===== config.mk =====
export PLATFORM = sky130hd
export DESIGN_NAME = mem_arbiter
export DESIGN_NICKNAME = d
export VERILOG_FILES = /design/src/rtl/mem_arbiter.sv
export SDC_FILE = /design/constraint.sdc
export NUM_CORES = 1
export LEC_CHECK = 0
export ABC_AREA = 0
export CAP_MARGIN = 0
export CORE_MARGIN = 2
export CORE_UTILIZATION = 38
export DETAILED_ROUTE_END_ITERATION = 16
export GPL_TIMING_DRIVEN = 0
export PLACE_DENSITY_LB_ADDON = 0.12
export SLEW_MARGIN = 10
export SYNTH_ARGS = -nofsm -noshare
export SYNTH_HDL_FRONTEND = slang
export SYNTH_SLANG_ARGS = --single-unit

===== constraint.sdc =====
create_clock -name clk -period 2.2 [get_ports clk]
set_input_delay 0.22 -clock clk [delete_from_list [all_inputs] [get_ports clk]]
set_output_delay 0.22 -clock clk [all_outputs]
set_load 0.05 [all_outputs]

===== src/rtl/mem_arbiter.sv =====
// mem_arbiter: arbitrates I/D block fills and D-side write-through stores onto one pipelined memory.
// Optional fill statistics counters are enabled with `define MEM_ARB_STATS_EN.
module mem_arbiter #(
    parameter int ADDR_W          = 16,
    parameter int DATA_W          = 16,
    parameter int WORDS_PER_BLOCK = 8,
    parameter int MEM_LAT         = 4
) (
    input  logic                               clk,
    input  logic                               rst,
    input  logic                               i_miss,
    input  logic [ADDR_W-1:0]                  i_miss_addr,
    input  logic                               d_miss,
    input  logic [ADDR_W-1:0]                  d_miss_addr,
    input  logic                               d_wr_req,
    input  logic [ADDR_W-1:0]                  d_wr_addr,
    input  logic [DATA_W-1:0]                  d_wr_data,
    output logic                               mem_en,
    output logic                               mem_wr,
    output logic [ADDR_W-1:0]                  mem_addr,
    output logic [DATA_W-1:0]                  mem_wdata,
    input  logic [DATA_W-1:0]                  mem_rdata,
    input  logic                               mem_rvalid,
    output logic [DATA_W-1:0]                  fill_data,
    output logic [$clog2(WORDS_PER_BLOCK)-1:0] fill_word,
    output logic                               i_fill_we,
    output logic                               d_fill_we,
    output logic                               i_fill_done,
    output logic                               d_fill_done,
    output logic                               d_wr_done,
    output logic [15:0]                        i_fill_cnt,
    output logic [15:0]                        d_fill_cnt
);

    localparam int WB     = $clog2(WORDS_PER_BLOCK);
    localparam int BB     = $clog2(DATA_W / 8);
    localparam int OFF    = WB + BB;
    localparam int BASE_W = ADDR_W - OFF;
    localparam int CNT_W  = WB + 1;

    typedef enum logic [1:0] {
        IDLE,
        WRITE,
        FILL_D,
        FILL_I
    } state_t;

    state_t              state_q, state_d;
    logic [BASE_W-1:0]   base_q, base_d;
    logic [ADDR_W-1:0]   waddr_q, waddr_d;
    logic [DATA_W-1:0]   wdata_q, wdata_d;
    logic [CNT_W-1:0]    issue_q, issue_d;
    logic [WB-1:0]       recv_q, recv_d;

    logic filling;
    logic issuing;
    logic accept;
    logic last;

    assign filling = (state_q == FILL_D) || (state_q == FILL_I);
    assign issuing = filling && !issue_q[WB];
    // A response is only taken while a read is outstanding, so strays cannot skew the word index.
    assign accept  = filling && mem_rvalid && (issue_q > {1'b0, recv_q});
    assign last    = accept && (recv_q == WB'(WORDS_PER_BLOCK - 1));

    always_comb begin
        state_d = state_q;
        base_d  = base_q;
        waddr_d = waddr_q;
        wdata_d = wdata_q;
        issue_d = issue_q;
        recv_d  = recv_q;
        case (state_q)
            IDLE: begin
                if (d_wr_req) begin
                    state_d = WRITE;
                    waddr_d = d_wr_addr;
                    wdata_d = d_wr_data;
                end else if (d_miss) begin
                    state_d = FILL_D;
                    base_d  = d_miss_addr[ADDR_W-1:OFF];
                end else if (i_miss) begin
                    state_d = FILL_I;
                    base_d  = i_miss_addr[ADDR_W-1:OFF];
                end
            end
            WRITE: state_d = IDLE;
            default: begin
                if (issuing) issue_d = issue_q + 1'b1;
                if (accept)  recv_d  = recv_q + 1'b1;
                if (last) begin
                    state_d = IDLE;
                    issue_d = '0;
                    recv_d  = '0;
                end
            end
        endcase
    end

    always_ff @(posedge clk or posedge rst) begin
        if (rst) begin
            state_q <= IDLE;
            base_q  <= '0;
            waddr_q <= '0;
            wdata_q <= '0;
            issue_q <= '0;
            recv_q  <= '0;
        end else begin
            state_q <= state_d;
            base_q  <= base_d;
            waddr_q <= waddr_d;
            wdata_q <= wdata_d;
            issue_q <= issue_d;
            recv_q  <= recv_d;
        end
    end

    always_comb begin
        mem_en    = (state_q == WRITE) || issuing;
        mem_wr    = (state_q == WRITE);
        mem_addr  = '0;
        mem_wdata = '0;
        if (state_q == WRITE) begin
            mem_addr  = waddr_q;
            mem_wdata = wdata_q;
        end else if (issuing) begin
            mem_addr = {base_q, issue_q[WB-1:0], {BB{1'b0}}};
        end
    end

    assign fill_data   = mem_rdata;
    assign fill_word   = accept ? recv_q : '0;
    assign i_fill_we   = accept && (state_q == FILL_I);
    assign d_fill_we   = accept && (state_q == FILL_D);
    assign i_fill_done = last && (state_q == FILL_I);
    assign d_fill_done = last && (state_q == FILL_D);
    assign d_wr_done   = (state_q == WRITE);

`ifdef MEM_ARB_STATS_EN
    logic [15:0] icnt_q;
    logic [15:0] dcnt_q;

    always_ff @(posedge clk or posedge rst) begin
        if (rst) begin
            icnt_q <= '0;
            dcnt_q <= '0;
        end else begin
            if (i_fill_done && (icnt_q != 16'hFFFF)) icnt_q <= icnt_q + 16'd1;
            if (d_fill_done && (dcnt_q != 16'hFFFF)) dcnt_q <= dcnt_q + 16'd1;
        end
    end

    assign i_fill_cnt = icnt_q;
    assign d_fill_cnt = dcnt_q;
`else
    assign i_fill_cnt = '0;
    assign d_fill_cnt = '0;
`endif

    // Block-offset address bits are dropped by design; latency is the memory's concern.
    logic unused_ok;
    assign unused_ok = ^{i_miss_addr[OFF-1:0], d_miss_addr[OFF-1:0]} ^ (MEM_LAT == 0);

endmodule

# After elaboration in Yosys (flattened, before gate mapping)
# Index checks and enable logic that the tools add are counted.
[totals]
in_bits = 86
register_bits = 53
output_inout_bits = 90
word_cells = 53
[op_classes]
muxes = 15
n_reduce_logical = 22
add_sub_neg = 2
n_lt_le_gt_ge = 1
bitwise = 2
n_eq_ne = 5
[op_table]
columns = ["cell", "n"]
rows = [
  ["2-to-1 mux 16 bit", 3],
  ["2-to-1 mux 12 bit", 2],
  ["2-to-1 mux 3 bit", 3],
  ["logical AND 1 bit", 8],
  ["2-to-1 mux 2 bit", 4],
  ["2-to-1 mux 4 bit", 2],
  ["AND reduction 2 bit", 4],
  ["nonzero test 2 bit", 3],
  ["adder 4 x 1 -> 4 bit (second input constant)", 1],
  ["equality test 2 bit (second input constant)", 2],
  ["greater-than comparator 4 x 3 -> 1 bit", 1],
  ["inequality test 4 bit (second input constant)", 1],
  ["one-hot mux 2 bit (2 select lines)", 1],
  ["adder 3 x 1 -> 3 bit (second input constant)", 1],
  ["equality test 3 bit (second input constant)", 1],
  ["AND reduction 3 bit", 1],
  ["nonzero test 3 bit", 1],
  ["equality test 2 x 1 -> 1 bit (second input constant)", 1],
  ["zero test 2 bit", 1],
  ["logical OR 1 bit", 2],
  ["NOT 1 bit", 2],
  ["OR reduction 2 bit", 1],
  ["zero test 1 bit", 1],
]

# Logic depth before layout (Yosys ltp)
# Gate-level depths: netlist of the first run.
[logic_depth]
word_depth = 7
depth_mapped = 6
mapped_depth_nobuf = 6

# Worst setup path after synthesis of the first run
# OpenSTA, ideal clock, no wires.
[synth_path]
kind = "register -> output"
startpoint = "register issue_q[2]"
endpoint = "output d_fill_done"
stages_incl_launch_ff = 5
setup_slack_ns = -0.151
path_buffers = 0
t_arrival_ns = 2.131
required_ns = 1.980
cell_sequence = "dfrtp_1 -> ha_1 -> and3b_4 -> a2111oi_4 -> nor3_1"
[synth_via]
elab_chain_cells = 4
[synth_rtl]
columns = ["item", "line", "rtl"]
rows = [
  ["start, declared", "52", "logic [CNT_W-1:0] issue_q, issue_d;"],
  ["start signal, assigned", "113", "issue_q <= issue_d;"],
  ["greater-than comparator 4 x 3 -> 1 bit", "63", "assign accept = filling && mem_rvalid && (issue_q > {1'b0, recv_q});"],
  ["logical AND 1 bit", "63", ""],
  ["logical AND 1 bit", "64", "assign last = accept && (recv_q == WB'(WORDS_PER_BLOCK - 1));"],
  ["logical AND 1 bit", "136", "assign d_fill_done = last && (state_q == FILL_D);"],
  ["end, declared", "29", "output logic d_fill_done,"],
]
# No other way between the ends.

# Worst setup path after layout of the first run
[layout_path]
startpoint = "register recv_q[2]"
endpoint = "output i_fill_we"
[layout_via]
elab_chain_cells = 3
[layout_rtl]
columns = ["item", "line", "rtl"]
rows = [
  ["start, declared", "53", "logic [WB-1:0] recv_q, recv_d;"],
  ["start signal, assigned", "114", "recv_q <= recv_d;"],
  ["greater-than comparator 4 x 3 -> 1 bit", "63", ""],
  ["logical AND 1 bit", "63", ""],
  ["logical AND 1 bit", "133", "assign i_fill_we = accept && (state_q == FILL_I);"],
  ["end, declared", "26", "output logic i_fill_we,"],
]
# No other way between the ends.

==> flow_summary.yaml, run 1 <==
outcome:
  status: "finished, violations left"
  violations: "setup timing"
synthesis:
  ys.flop_type: "dfrtp_1"
  yosysTopAreaCell: "dfrtp_1"
  synthTopCellsByArea: "dfrtp_1 45%, buf_4 12%, mux2_2 11%"
  syn-instance-count: 269
  synth_async_sr_flop_share: 1.00
  synth-edff-count: 0
  netlist_top_cells_count: "53 x dfrtp_1, 49 x buf_4, 29 x mux2_2, 21 x and2_1, 20 x nor2_1"
  yosysMostFrequentCell: "dfrtp_1"
  netlist-cell-type-count: 32
  yosysTopAreaCellShare: 0.446
  synth_seq_cells: 53
  ys_seq_area_frac: 0.446
  synth.avg_cell_area_um2: 11.1
  yosys_warnings: 0
  syn-cell-area_um2: 2980
setup_path:
  crit_path_start_kind: "flop"
  arrival_ns: 2.03
  r2r-start: "recv_q[2]$_DFFE_PP0P_"
  critPathTopFamily: "buffers and inverters"
  path_cells: "inv_2 -> ha_4 -> and3b_4 -> a2111oi_4 -> buf_4 -> nor2_4 -> and2_4 -> buf_6"
  critPathCaptureType: "output port"
  worst-path-buf-inv: 3
  rrSetupSlack_ns: 0.23
  slowest_stage: "dfrtp_1"
  path_max_fanout: 5
  required_ns: 1.98
  r2r_cells: 8
  max_stage_delay_ns: 0.41
  r2r_end: "recv_q[1]$_DFFE_PP0P_"
  crit_type: "flop to output port"
detailed_routing:
  vias_per_cell: 4.41
  dr.pass1.iters: 4
  wl_per_cell_um: 13.1
  drtIter0Drc: 55
  drc_errors: 0
  via_count: 2381
  routed_wl_um: 7080
  ant_nets: 0
timing:
  fin_tns_setup_ns: -0.153
  tightest_slew_ns: 0.517
  final_max_slew_viol_count: 0
  setup_slack_ns: -0.0504
  finClkSkew_ns: 0.00597
  hold_viol_final: 0
  final.period_utilization: 1.02
  period_needed_ns: 2.25
  rsz0062_at_grt: "true"
  max_freq_mhz: 444
  finalSetupViolCount: 4
  slew_headroom: 0.655
global_route:
  met3_usage: 0.0423
  grt_pass1_wl_um: 11400
  grt_use_met2: 0.286
  antenna_found_initial: 0
  grt_pass1_vias: 2322
  top_usage_layer: "met2"
  overflow: 0
  grt_usage: 0.166
  globalRouteMet1Util: 0.209
  grt_max_degree: 37
cts:
  cts-root-buf: "clkbuf_8"
  postCtsHoldBufs: 0
  cts_buffers: 5
  clock_sinks: 53
  cts_tree: "done"
  clk_latency_ns: 0.30
  ctsHtreeMaxLevel: 2
  ctsLongestPathBuffers: 2
  clk_pin_slew_ns: 0.09
power_and_ir_drop:
  internal-power_w: 0.00322
  power_density_nw_per_um2: 1290
  share_comb_of_total_power: 0.578
  p_seq_frac: 0.304
  power_switching_w: 0.00260
  p_clk_frac: 0.118
  p_sw_frac: 0.446
  p_leak_nw: 2.19
  ir_worst_vdd_uv: 728
floorplanning:
  io_pins: 176
  std_cell_rows: 32
  initial_core_util: 0.389
  die_y_um: 92.5
  die_x_um: 92.5
  die-area_um2: 8560
  core-area_um2: 7650
place:
  gp_congestion: 0.743
  dp_hpwl_um: 5320
  port_buffers: 118
final_layout:
  area.growth.synth_to_final_pct: 52.0
  layout-drive-gt1-share: 0.390
  fin_util: 0.592
  num-nets-final: 529
  diodes: 0
run:
  maxCapViolCount: 0
hold_path:
  worstHoldPathType: "input port to async pin"
==> flip-flops by register name (all words and copies together) (netlist names) <==
signal	flops
waddr_q	16
base_q	12
recv_q	3
state_q	2
issue_q	4
wdata_q	16
==> metrics by stage <==
step,area (um^2),worst slack (ns),hold slack (ns),cells,total power [W]
6_report,4530,-0.0504,0.223,540,0.00582
5_1_grt,4530,-0.175,0.253,540,0.00621
4_1_cts,4690,-0.0460,0.235,538,0.00592
3_5_place_dp,4420,-0.646,0.480,521,0.00507
3_3_place_gp,4400,-0.630,0.469,520,0.00500
2_1_floorplan,3090,-0.151,0.355,300,0.00412
==> placed cells by master, fill, tap and decap left out, types with 2 or more instances in the layout <==
master,count
nand2b_1,2
mux2i_1,14
a21oi_1,12
mux2_1,3
nor3_1,3
ha_1,4
conb_1,32
nor2_1,19
nand2_1,2
ha_4,2
buf_6,3
clkbuf_1,4
mux2_2,29
dfrtp_2,3
and2_1,18
and2_4,3
inv_2,3
dfrtp_1,50
nor2_4,2
clkbuf_4,4
buf_2,34
a22o_1,15
clkdlybuf4s50_1,76
clkbuf_2,6
o21ai_0,3
buf_4,65
nor2b_1,3
mux2_4,2
clkbuf_8,6
==> kinds of logic (layout without fill, tap and decap cells) <==
| group | after synthesis | in the layout | share of synthesized area |
|---|---|---|---|
| DFF | 53 | 53 | 0.446 |
| AOI/OAI and AO/OA | 32 | 32 | 0.0815 |
| buffers and inverters | 68 | 206 | 0.151 |
| and+or+nand+nor | 59 | 59 | 0.111 |
| muxes | 48 | 48 | 0.178 |
| other | 1 | 32 | 0.00126 |
| xor gates and xnor gates | 2 | 2 | 0.00589 |
| adders and majority gates | 6 | 6 | 0.0252 |
==> power groups by stage <==
stage / Combinational (W) / Sequential, W / Clock [W]
global route: 0.00361 / 0.00185 / 0.000752
finish: 0.00336 / 0.00177 / 0.000687
global placement: 0.00324 / 0.00176 / 0
detailed placement: 0.00328 / 0.00179 / 0
floorplan: 0.00243 / 0.00170 / 0
CTS: 0.00345 / 0.00177 / 0.000705
==> layout make-up <==
cell class	count	area, um^2
Tap cell	102	128
Clock inverter	1	30.0
Fill cell	677	3120
Buffer	64	449
Timing Repair Buffer	130	1120
Multi-Input combinational cell	179	1370
Inverter	4	15.0
Clock buffer	7	86.3
Sequential cell	53	1330
==> repair_timing <==
item	4_1_cts	5_1_grt
pin swaps	3	0
gates resized for setup	165	78
endpoints found under the setup margin	42	42
setup buffers	9	2
gates cloned	0	0
==> per-layer routing <==
layer | vias up | part of all wire
li1 | 1169 | -
met1 | 1102 | 0.41
met2 | 104 | 0.49
met3 | 6 | 0.088
met4 | 0 | 0.0093
met5 | - | 0
==> worst max-delay path by stage <==
stage	from	endpoint	slack, ns	cells after the start
floorplan	issue_q[2]$_DFFE_PP0P_	d_fill_done	-0.15	4
global placement	issue_q[2]$_DFFE_PP0P_	i_fill_done	-0.63	6
detailed placement	issue_q[2]$_DFFE_PP0P_	i_fill_done	-0.65	6
CTS	recv_q[1]$_DFFE_PP0P_	i_fill_we	-0.05	8
global route	recv_q[2]$_DFFE_PP0P_	i_fill_we	-0.17	8
finish	recv_q[2]$_DFFE_PP0P_	i_fill_we	-0.05	8
Note: power is estimated with default switching activity, not from simulation.
==> run 2, diff against run 1 <==
--- a/config.mk
+++ b/config.mk
@@ -9,6 +9,7 @@
 export CAP_MARGIN = 0
 export CORE_MARGIN = 2
 export CORE_UTILIZATION = 38
+export CTS_CLUSTER_DIAMETER = 100
 export DETAILED_ROUTE_END_ITERATION = 16
 export GPL_TIMING_DRIVEN = 0
 export PLACE_DENSITY_LB_ADDON = 0.12
==> results of run 2 <==
Same layout as run 1: the final DEF is identical, and so are final timing and power.
